==> config.mk <==
export PLATFORM = sky130hd
export DESIGN_NAME = bit_stuff_counter
export DESIGN_NICKNAME = d
export VERILOG_FILES = /design/src/rtl/bit_stuff_counter.sv
export SDC_FILE = /design/constraint.sdc
export NUM_CORES = 1
export LEC_CHECK = 0
export CAP_MARGIN = 20
export CORE_UTILIZATION = 50
export DETAILED_ROUTE_END_ITERATION = 7
export PLACE_DENSITY = 0.83
export SYNTH_ARGS = -nofsm -noshare
export SYNTH_HDL_FRONTEND = slang
export SYNTH_SLANG_ARGS = --single-unit
export TNS_END_PERCENT = 30
==> constraint.sdc <==
create_clock -name clk -period 4.65 [get_ports clk]
set_input_delay 0.93 -clock clk [delete_from_list [all_inputs] [get_ports clk]]
set_output_delay 0.93 -clock clk [all_outputs]
set_load 0.02 [all_outputs]
==> src/rtl/bit_stuff_counter.sv <==
// Receive-path run-length / stuff-position tracker feeding the CAN XL stuff-error monitor.
// Define FIXED_STUFF_EN to include the fixed-stuffing (FIX) region logic.
module bit_stuff_counter #(
  parameter int FIXED_PERIOD = 15
) (
  input  logic        clk,
  input  logic        g_rst_n,
  input  logic        bit_valid,
  input  logic        serial_in,
  input  logic        sof,
  input  logic        dyn_stf_en,
  input  logic        fix_stf_en,
  input  logic        frame_end,
  output logic [2:0]  one_count,
  output logic [2:0]  zero_count,
  output logic [2:0]  one_count1,
  output logic [2:0]  zero_count1,
  output logic [4:0]  bit_count,
  output logic [14:0] rcvd_bt_cnt,
  output logic        stuff_bit,
  output logic        data_out,
  output logic        data_valid
);

  typedef enum logic [1:0] {IDLE, DYN, FIX} state_t;

  state_t state_q, state_d;
  logic   clr_all, clr_run;

  always_ff @(posedge clk or negedge g_rst_n)
    if (!g_rst_n) state_q <= IDLE;
    else          state_q <= state_d;

  // The bit strobed this cycle is handled under state_d's rules, so a mode
  // change takes effect on the coincident bit.
  always_comb begin
    state_d = state_q;
    clr_all = 1'b0;
    if (sof) begin
      state_d = DYN;
      clr_all = 1'b1;
    end else if (frame_end) begin
      state_d = IDLE;
    end else if (state_q != IDLE) begin
`ifdef FIXED_STUFF_EN
      if (fix_stf_en)      state_d = FIX;
      else if (dyn_stf_en) state_d = DYN;
`else
      if (dyn_stf_en)      state_d = DYN;
`endif
    end
    clr_run = clr_all ||
              ((state_d != state_q) && (state_d != IDLE) &&
               ((state_d == FIX) || (state_q == FIX)));
  end

  logic [2:0]  oc_b, zc_b, oc_n, zc_n;
  logic [2:0]  oc1_b, zc1_b, oc1_n, zc1_n;
  logic [4:0]  bc_b, bc_n;
  logic [14:0] rc_b, rc_n;
  logic        stf_n, dv_n, dout_n;

  always_comb begin
    oc_b   = clr_run ? 3'd0  : one_count;
    zc_b   = clr_run ? 3'd0  : zero_count;
    oc1_b  = clr_run ? 3'd0  : one_count1;
    zc1_b  = clr_run ? 3'd0  : zero_count1;
    bc_b   = clr_run ? 5'd0  : bit_count;
    rc_b   = clr_all ? 15'd0 : rcvd_bt_cnt;
    oc_n   = oc_b;
    zc_n   = zc_b;
    oc1_n  = oc1_b;
    zc1_n  = zc1_b;
    bc_n   = bc_b;
    rc_n   = rc_b;
    stf_n  = 1'b0;
    dv_n   = 1'b0;
    dout_n = data_out;
    if (bit_valid && state_d == DYN) begin
      if (oc_b == 3'd5 || zc_b == 3'd5) begin
        // Run restarts with the stuff bit's own polarity, right or wrong.
        stf_n = 1'b1;
        oc_n  = serial_in ? 3'd1 : 3'd0;
        zc_n  = serial_in ? 3'd0 : 3'd1;
      end else begin
        dv_n   = 1'b1;
        dout_n = serial_in;
        oc_n   = serial_in ? oc_b + 3'd1 : 3'd0;
        zc_n   = serial_in ? 3'd0 : zc_b + 3'd1;
        rc_n   = (rc_b == 15'h7fff) ? rc_b : rc_b + 15'd1;
      end
    end
`ifdef FIXED_STUFF_EN
    else if (bit_valid && state_d == FIX) begin
      if (bc_b == 5'(FIXED_PERIOD)) begin
        stf_n = 1'b1;
        bc_n  = 5'd0;
      end else begin
        dv_n   = 1'b1;
        dout_n = serial_in;
        bc_n   = bc_b + 5'd1;
        oc1_n  = serial_in ? ((oc1_b == 3'd7) ? oc1_b : oc1_b + 3'd1) : 3'd0;
        zc1_n  = serial_in ? 3'd0 : ((zc1_b == 3'd7) ? zc1_b : zc1_b + 3'd1);
        rc_n   = (rc_b == 15'h7fff) ? rc_b : rc_b + 15'd1;
      end
    end
`endif
  end

  always_ff @(posedge clk or negedge g_rst_n)
    if (!g_rst_n) begin
      one_count   <= '0;
      zero_count  <= '0;
      rcvd_bt_cnt <= '0;
      stuff_bit   <= 1'b0;
      data_out    <= 1'b0;
      data_valid  <= 1'b0;
    end else begin
      one_count   <= oc_n;
      zero_count  <= zc_n;
      rcvd_bt_cnt <= rc_n;
      stuff_bit   <= stf_n;
      data_out    <= dout_n;
      data_valid  <= dv_n;
    end

`ifdef FIXED_STUFF_EN
  always_ff @(posedge clk or negedge g_rst_n)
    if (!g_rst_n) begin
      one_count1  <= '0;
      zero_count1 <= '0;
      bit_count   <= '0;
    end else begin
      one_count1  <= oc1_n;
      zero_count1 <= zc1_n;
      bit_count   <= bc_n;
    end
`else
  assign one_count1  = '0;
  assign zero_count1 = '0;
  assign bit_count   = '0;

  // Fixed-region inputs have no effect in this build.
  logic unused_cfg;
  assign unused_cfg = fix_stf_en ^ FIXED_PERIOD[0] ^ (|oc1_n) ^ (|zc1_n) ^ (|bc_n);
`endif

endmodule

# Yosys cells after proc, flatten, opt, wreduce, memory -nomap -nowiden
# Cells that the tools add are included.
# op_classes
add_sub_neg,3
n_mul,0
div,0
order_cmp,0
eq_ne,7
shift,0
muxes,23
n_bitwise,1
n_reduce_logical,9
# ops
cell,count
$mux W15,4
$mux W3,8
$add A15 B1 Y15 const B,1
$eq A15 B15 Y1 const B,1
$mux W2,4
$mux W1,7
$add A3 B1 Y3 const B,2
$eq A3 B3 Y1 const B,2
$eq A2 B2 Y1 const B,2
$reduce_bool A2 Y1,2
$logic_and A1 B1 Y1,3
$logic_or A1 B1 Y1,3
$eq A2 B1 Y1 const B,1
$ne A2 B2 Y1,1
$reduce_and A2 Y1,1
$not A1 Y1,1
# word_totals
register_bits,26
latchBits,0
mem_bits_rw,0
romBits,0
input_bits,8
out_inout_bits,35
wordCells,50
mem_count,0

# Depth between registers and ports, before layout
# logic_depth
word_depth,13
depth_mapped,11
depth_no_buf,11

# Worst setup path before layout
# No wires, ideal clock.
# synth_path
path_type,in2reg
startpoint,in sof
endpoint,reg zero_count[2]
setup_time_ns,0.128
arrival_ns,3.060
required_time_ns,4.522
path_slack_ns,1.462
cell_stages,10
path_buffers,1
path_cell_list,clkbuf_2 -> a31oi_1 -> and2_1 -> ha_1 -> a22oi_1 -> a311oi_4 -> nand2b_1 -> inv_1 -> a31oi_1 -> o22ai_1
# synth_via
elab_chain_len,10
elab_cells_between_ends,20
classes_between,1 x add/sub; 5 x eq/ne; 7 x mux; 7 x reduce/logical
# synth_rtl
item,line,source
"start, declared",10,"input logic sof,"
$mux W2,39,if (sof) begin
"$ne A2 B2 Y1, or another cell as far along",53,((state_d != state_q) && (state_d != IDLE) &&
$logic_and A1 B1 Y1 / $logic_or A1 B1 Y1 (equally long branches),"53, 54",
$logic_and A1 B1 Y1,53,
$logic_or A1 B1 Y1,52,clr_run = clr_all ||
"$mux W3, on equally long branches","65, 64",
$add A3 B1 Y3 / $eq A3 B3 Y1 (equally long branches),"89, 80",
$mux W3 / $logic_or A1 B1 Y1 (equally long branches),"89, 80",
$mux W3,80,if (oc_b == 3'd5 || zc_b == 3'd5) begin
$mux W3 (*),79,if (bit_valid && state_d == DYN) begin
via zc_n[2],57,"logic [2:0] oc_b, zc_b, oc_n, zc_n;"
"end signal, assigned",120,zero_count <= zc_n;
"end, declared",15,"output logic [2:0] zero_count,"
# The timed path passes the listed nets; every way through them passes the cells marked *.
# A chain may end at the register's enable or synchronous reset.

# Final worst setup path
# layout_path
startpoint,in frame_end
endpoint,reg zero_count[2]
# layout_via
elab_chain_len,11
elab_cells_between_ends,20
classes_between,1 x add/sub; 5 x eq/ne; 7 x mux; 7 x reduce/logical
# layout_rtl
item,line,source
"start, declared",13,"input logic frame_end,"
$mux W2 (*),42,end else if (frame_end) begin
$mux W2 (*),39,
"$ne A2 B2 Y1, or another cell as far along",53,
$logic_and A1 B1 Y1 / $logic_or A1 B1 Y1 (equally long branches),"53, 54",
$logic_and A1 B1 Y1,53,
$logic_or A1 B1 Y1,52,
"$mux W3, on equally long branches","65, 64",
$add A3 B1 Y3 / $eq A3 B3 Y1 (equally long branches),"89, 80",
$mux W3 / $logic_or A1 B1 Y1 (equally long branches),"89, 80",
$mux W3,80,
$mux W3 (*),79,
via zc_n[2],57,
# Marked as above.

==> summary.md <==
| Metric | Value |
|---|---|
| Status | `complete, but fails checks` |
| Failing checks | `DRC` |
| Core Area | `0.002829 mm²` |
| Reg2reg setup slack | `1910 ps` |
| Worst path cell trace | `clkdlybuf4s50_1 -> nor2_1 -> a31oi_1 -> buf_4 -> and2_1 -> ha_1 -> a22oi_1 -> a311oi_4 -> nand2b_1 -> inv_1 -> a31oi_1 -> o22ai_1` |
| Least-Margin Pin Slew | `618.1 ps` |
| Seq/Total Area, Yosys | `0.4224` |
| Post-DP HPWL | `2.435 mm` |
| Slew margin rel. | `0.5867` |
| CP max FO | `9` |
| Worst EP arrival | `3670 ps` |
| Path type of the worst setup path | `in2reg` |
| Routed Antenna Nets | `0` |
| Setup WS pre-CTS | `853.6 ps` |
| TritonCTS Buffers | `3` |
| Syn Std Cell Area | `0.001540 mm²` |
| WL/cell | `14.94 µm` |
| First-pass GRT wire length | `5.375 mm` |
| Die ar. | `0.003306 mm²` |
| Chip height | `57.50 µm` |
| Synth Area in Adders | `0.04062` |
| Fin util | `0.6674` |
| Tcrit/Tclk final | `0.7446` |
| Cell seen most often among critical-path stages | `a31oi_1` |
| Max clock buf depth | `2` |
| Layout area overhead | `22.58%` |
| Synth area leader | `dfrtp_1` |
| RSZ-0062 raised after global routing | `false` |
| Worst reg2reg endpoint | `rcvd_bt_cnt[1]` |
| I/O Buffers | `30` |
| TritonCTS clock tree | `yes` |
| Worst path top cell family by delay | `compound AO/OA/AOI/OAI gates` |
| IO Pins | `43` |
| NumNets Final | `194` |
| Share of the synthesized area in the top cell type | `0.4224` |
| DRT iter0 DRCs | `61` |
| Gr usage total | `0.2123` |
| Final WL | `3.152 mm` |
| #FFs+latches synth | `26` |
| Clock skew | `14.86 ps` |
| Clock Latency Late Sink | `330 ps` |
| Total iterations of the first detailed-routing run | `8` |
| Final slew viol count | `0` |
| Ant diodes | `0` |
| Min Clock Period, post-route | `3462 ps` |
| Post-synthesis compound-gate area fraction | `0.1478` |
| List of most frequent post-synthesis cells | `dfrtp_1 (26), buf_4 (11), nand2_1 (11), nor2b_1 (11)` |
| Slowest CP cell | `a311oi_4` |
| Setup ws final | `1188 ps` |
| Worst reg2reg path depth | `9` |
| DRC | `1` |
| CP Capture Type | `flip-flop` |
| Largest net degree at the start of global routing | `23` |
| Max stage delay on crit path | `540 ps` |
| Setup bufs post-CTS | `0` |
| Most used DFF post-synth | `dfrtp_1` |
| End of the critical path | `zero_count[2]` |
| Cts hold-fix bufs | `0` |
| Vias in the first global route | `1215` |
| Asr flop ratio synth | `1.000` |
| Post-Synth Simple-Gate Area | `0.2299` |
| Final hold vios | `0` |
| Buf/Inv on CP | `3` |
| Die Span X | `57.50 µm` |
| Main combinational cell family by area after synthesis | `simple AND/OR/NAND/NOR gates` |
| Clk sinks | `26` |
| Via count | `1206` |
| Worst VDD drop | `222.6 µV` |
| Kind of start point of the critical path | `input pin` |
| R2R Path Start | `state_q[0]` |
| Syn avg cell area | `10.48 µm²` |
| Post-Syn Instances | `147` |
| Class of the worst hold path | `reg2reg` |
| Data required, critical path | `4860 ps` |
| P_leak | `0.8514 nW` |
| Mux share of post-synthesis cell area | `0.02356` |
| Initial core utilization | `0.5444` |
| Synth unique cells | `48` |
| Top-count cell post-synth | `dfrtp_1` |
| Clk root buf | `clkbuf_4` |
| Share of cells above drive strength 1 | `0.08889` |
| Clock-pin slew on the worst setup and hold paths | `150 ps` |
| Overall Power | `0.4405 mW` |
| Row count | `19` |
| Post-synth EDFFs | `0` |
| Max cap viols | `0` |
| Hold path depth | `2` |
| GRT overflow | `0` |
| Initial antenna violation count | `0` |
| Fin Setup TNS | `0 ps` |
| GPL Wtd Cong | `0.8499` |
| CTS H-tree depth | `1` |
| Cts repair resizes | `0` |
| Crit. Startpoint | `frame_end` |
| CP Depth | `12` |
| Final setup viols | `0` |
| Pwr dens | `233.3 mW/mm²` |
| Fmax | `288.8 MHz` |
| Ranking of synthesized cells by area | `dfrtp_1 (42%), buf_4 (5.4%), xnor2_1 (4.5%), nor2b_1 (4.5%), ha_1 (4.1%)` |
| Vias/cell | `5.716` |
| Yosys warnings | `0` |
| Post-Synth XOR/XNOR Area | `0.05686` |
-- final cells by class --
| cell class | count | area (µm²) |
|---|---|---|
| Clock buffer | 4 | 36.28 |
| Fill cell | 229 | 940.9 |
| Inverter | 6 | 22.52 |
| Timing Repair Buffer | 33 | 330.3 |
| Multi-Input combinational cell | 111 | 809.5 |
| Sequential cell | 26 | 650.6 |
| Tap cell | 31 | 38.79 |
-- registers in the layout, summed over array words and instances (netlist names) --
name,flops
rcvd_bt_cnt,15
one_count,3
zero_count,3
state_q,2
data_out,1
data_valid,1
stuff_bit,1
-- cell families (layout without fill, tap and decap cells) --
logic type / Yosys count / count (layout)
AOI/OAI and AO/OA: 25 / 25
xor gates and xnor gates: 10 / 10
adders and majority gates: 5 / 5
buffers and inverters: 20 / 43
DFF: 26 / 26
muxes: 3 / 3
other: 1 / 11
and+or+nand+nor: 57 / 57
-- per-layer routing --
layer,global-route usage,vias to the layer above,part of all wire
met4,0.06272,0,0.015
met5,0,-,0
met2,0.3621,46,0.51
met1,0.2618,589,0.42
met3,0.05896,6,0.051
li1,-,565,-
-- worst reg2reg max path, cell delays in order, from the launching register on --
cell and delay [ps]:
dfrtp_1 420, nor2_1 240, a31oi_1 140, buf_4 180, and2_1 210, ha_1 220, a22oi_1 280, a311oi_4 140
a211oi_2 430, mux2_2 380
-- power breakdown --
| group | total (mW) | leakage, nW | internal [mW] | switching (mW) |
|---|---|---|---|---|
| Clock | 0.116 | 0.0210 | 0.0480 | 0.0683 |
| Combinational | 0.0840 | 0.479 | 0.0334 | 0.0505 |
| Sequential | 0.240 | 0.351 | 0.235 | 0.00560 |
| Total | 0.441 | 0.851 | 0.316 | 0.124 |
-- cells in the final DEF, fill, tap and decap left out, types with 4 or more instances in the layout --
cell / instances
inv_1: 6
ha_1: 5
and3_1: 4
conb_1: 11
dfrtp_1: 26
nand2_1: 11
nor2_1: 4
nand2b_1: 4
xnor2_1: 8
nor2b_1: 11
nand3_1: 8
a21oi_1: 5
clkdlybuf4s50_1: 30
-- stage by stage --
| stage | instance area [µm²] | instances | hold slack [ps] |
|---|---|---|---|
| after global routing | 1888 | 211 | 551.1 |
| after CTS | 1888 | 211 | 506.9 |
| after floorplan | 1578 | 157 | 514.6 |
| after global placement | 1837 | 206 | 467.1 |
| final | 1888 | 211 | 506.2 |
| after detailed placement | 1852 | 207 | 475.1 |
-- worst min path at each step --
stage                           from    endpoint  slack (ps)
after floorplan           state_q[0]  state_q[0]         510
after global placement      data_out    data_out         470
after detailed placement    data_out    data_out         480
after CTS                   data_out    data_out         510
after global routing        data_out    data_out         550
final                       data_out    data_out         510
Note: power is estimated with default switching activity, not from simulation.
==> RTL edit: new RTL, config.mk and constraints unchanged <==
The output `stuff_bit` loses its register stage (`stuff_bit` becomes a continuous assignment).
--- a/src/rtl/bit_stuff_counter.sv
+++ b/src/rtl/bit_stuff_counter.sv
@@ -114,3 +114,2 @@
       rcvd_bt_cnt <= '0;
-      stuff_bit   <= 1'b0;
       data_out    <= 1'b0;
@@ -121,3 +120,2 @@
       rcvd_bt_cnt <= rc_n;
-      stuff_bit   <= stf_n;
       data_out    <= dout_n;
@@ -125,2 +123,4 @@
     end
+
+  assign stuff_bit = stf_n;
 
Check against the original RTL: not equivalent (Yosys sat finds a counterexample within 10 cycles, from zero or initial values and one cycle with g_rst_n low).
==> RTL edit against the unedited design <==
The run still ends with design-rule violations left; non-clock buffer count is 1 higher; routed wire length is 3.1% higher; synthesized area is 1.6% lower; largest power group unchanged; cell area is 1.5% lower; sequential cell count is 1 lower; final cell count stayed put; power is 5.4% lower; sequential share of layout area is 0.84 points lower; worst setup slack worse by 0.90 ns; critical endpoint is now stuff_bit; via count is 0.58% lower; first-iteration DRC count is 11% lower.
==> RTL edit: results (changes against the unedited design) <==
Worst vdd ir: 0.172 mV (-23%)
Fraction of registers with async set or reset after synthesis: 1.00 (unchanged)
Starting DRT DRC Count: 54 (-11%)
Diodes inserted: 0 (unchanged)
CP max stage delay: 0.60 ns (+0.06 ns)
Top cells by area, synth: dfrtp_1 41%, buf_4 5.5%, xnor2_1 4.6%
R2R Setup Slk: 1.82 ns (-0.09 ns)
WL final: 3.25 mm (+3.1%)
Layout cells sized above 1: 0.0944 (+0.00556)
Worst R2R Start: state_q[0]$_DFF_PN0_
Leakage: 0.834 nW (-2.0%)
CTS Buffer Depth: 2 (unchanged)
Clock Skew: 0.00658 ns (-0.00828 ns)
Worst-path clk slew: 0.14 ns
Library cells used by synthesis: 48 (unchanged)
Pint: 292 µW (-7.6%)
Largest net degree at the start of global routing: 26 (+13%)
Worst hold path type: reg -> reg
Routed vias: 1199 (-0.58%)
Remaining DRCs: 6 (+5)
HPWL Detailed: 2.45 mm (+0.69%)
Placed instance count: 206 (-0.48%)
Synth cell count leaders: 25 x dfrtp_1, 11 x buf_4, 11 x nand2_1, 11 x nor2b_1
Status: finished with violations
WL/cell: 15.4 µm (+3.1%)
TritonRoute pass-1 iters: 6 (-2)
Register area share after synthesis: 0.413 (-0.00954)
Fillers: 244 (+6.6%)
Top delay family on crit path: buffers and inverters
R2R Path End: rcvd_bt_cnt[13]$_DFF_PN0_
Setup WS pre-CTS: 0.289 ns (-0.565 ns)
Syn avg cell area: 10.4 µm² (-0.95%)
R2R depth: 11 (+2)
YS warnings: 0 (unchanged)
Gates resized, CTS repair: 0 (unchanged)
Slowest library cell on the worst path: clkdlybuf4s50_1
H-tree Lvls: 1 (unchanged)
IO buf count: 30 (unchanged)
Fmax: 229 MHz (-21%)
Hold depth: 2 (unchanged)
GRT Total Usage: 0.217 (+0.00501)
Nets: 194 (unchanged)
Tightest Pin Transition: 0.664 ns (+0.0460 ns)
Failing checks: design-rule violations
Crit path max fanout: 9 (unchanged)
Hold path startpoint: data_out$_DFFE_PN0P_
First-pass GRT wire length: 5.46 mm (+1.5%)
RD Place Congestion: 0.784 (-7.8%)
Setup crit end: stuff_bit
Root buffer cell: clkbuf_4
Worst EP arrival: 3.43 ns (-0.24 ns)
Biggest regs: rcvd_bt_cnt: 15 flops, one_count: 3 flops, zero_count: 3 flops
Clock buffer count from CTS: 3 (unchanged)
Clock Latency Late Sink: 0.33 ns (about the same)
Initial antenna violation count: 0 (unchanged)
==> RTL edit: changes by cell type after synthesis, sizes merged <==
cell,unedited run,this run
dfrtp,26,25
==> RTL edit: final cells by class <==
type,count,share of cell area
clock buffer,3,0.0121
clock inverter,1,0.00403
inverter,6,0.0121
multi-input combinational,111,0.435
sequential,25,0.336
tap,31,0.0208
timing repair buffer,34,0.180
==> RTL edit: power groups by stage <==
| stage | clock, mW | sequential [mW] | combinational, mW |
|---|---|---|---|
| 2_1_floorplan | 0 | 0.245 | 0.0438 |
| 3_3_place_gp | 0 | 0.235 | 0.0795 |
| 3_5_place_dp | 0 | 0.236 | 0.0823 |
| 4_1_cts | 0.105 | 0.232 | 0.0826 |
| 5_1_grt | 0.110 | 0.233 | 0.0903 |
| 6_report | 0.102 | 0.231 | 0.0836 |
==> RTL edit: metal layers <==
metal / wire [µm] / up-vias / GRT usage
met2: 1750 / 39 / 0.400
met4: 36 / 0 / 0.0697
met3: 133 / 5 / 0.0227
met5: 0 / - / 0
li1: - / 562 / -
met1: 1340 / 593 / 0.266
==> RTL edit: cells by family (layout without fill, tap and decap cells) <==
| group | Yosys count | after routing | synth area share |
|---|---|---|---|
| flops | 25 | 25 | 0.413 |
| mux | 3 | 3 | 0.0239 |
| xor+xnor | 10 | 10 | 0.0578 |
| compound gates | 25 | 25 | 0.150 |
| simple gates | 57 | 57 | 0.234 |
| other cells | 1 | 11 | 0.00247 |
| buf+inv | 20 | 44 | 0.0776 |
| fa+ha+maj | 5 | 5 | 0.0413 |
==> RTL edit: per-stage QoR <==
stage | cell area (µm²) | hold slack, ns
finish | 1860 | 0.520
global placement | 1820 | 0.470
CTS | 1850 | 0.529
detailed placement | 1820 | 0.497
global route | 1860 | 0.567
floorplan | 1550 | 0.515
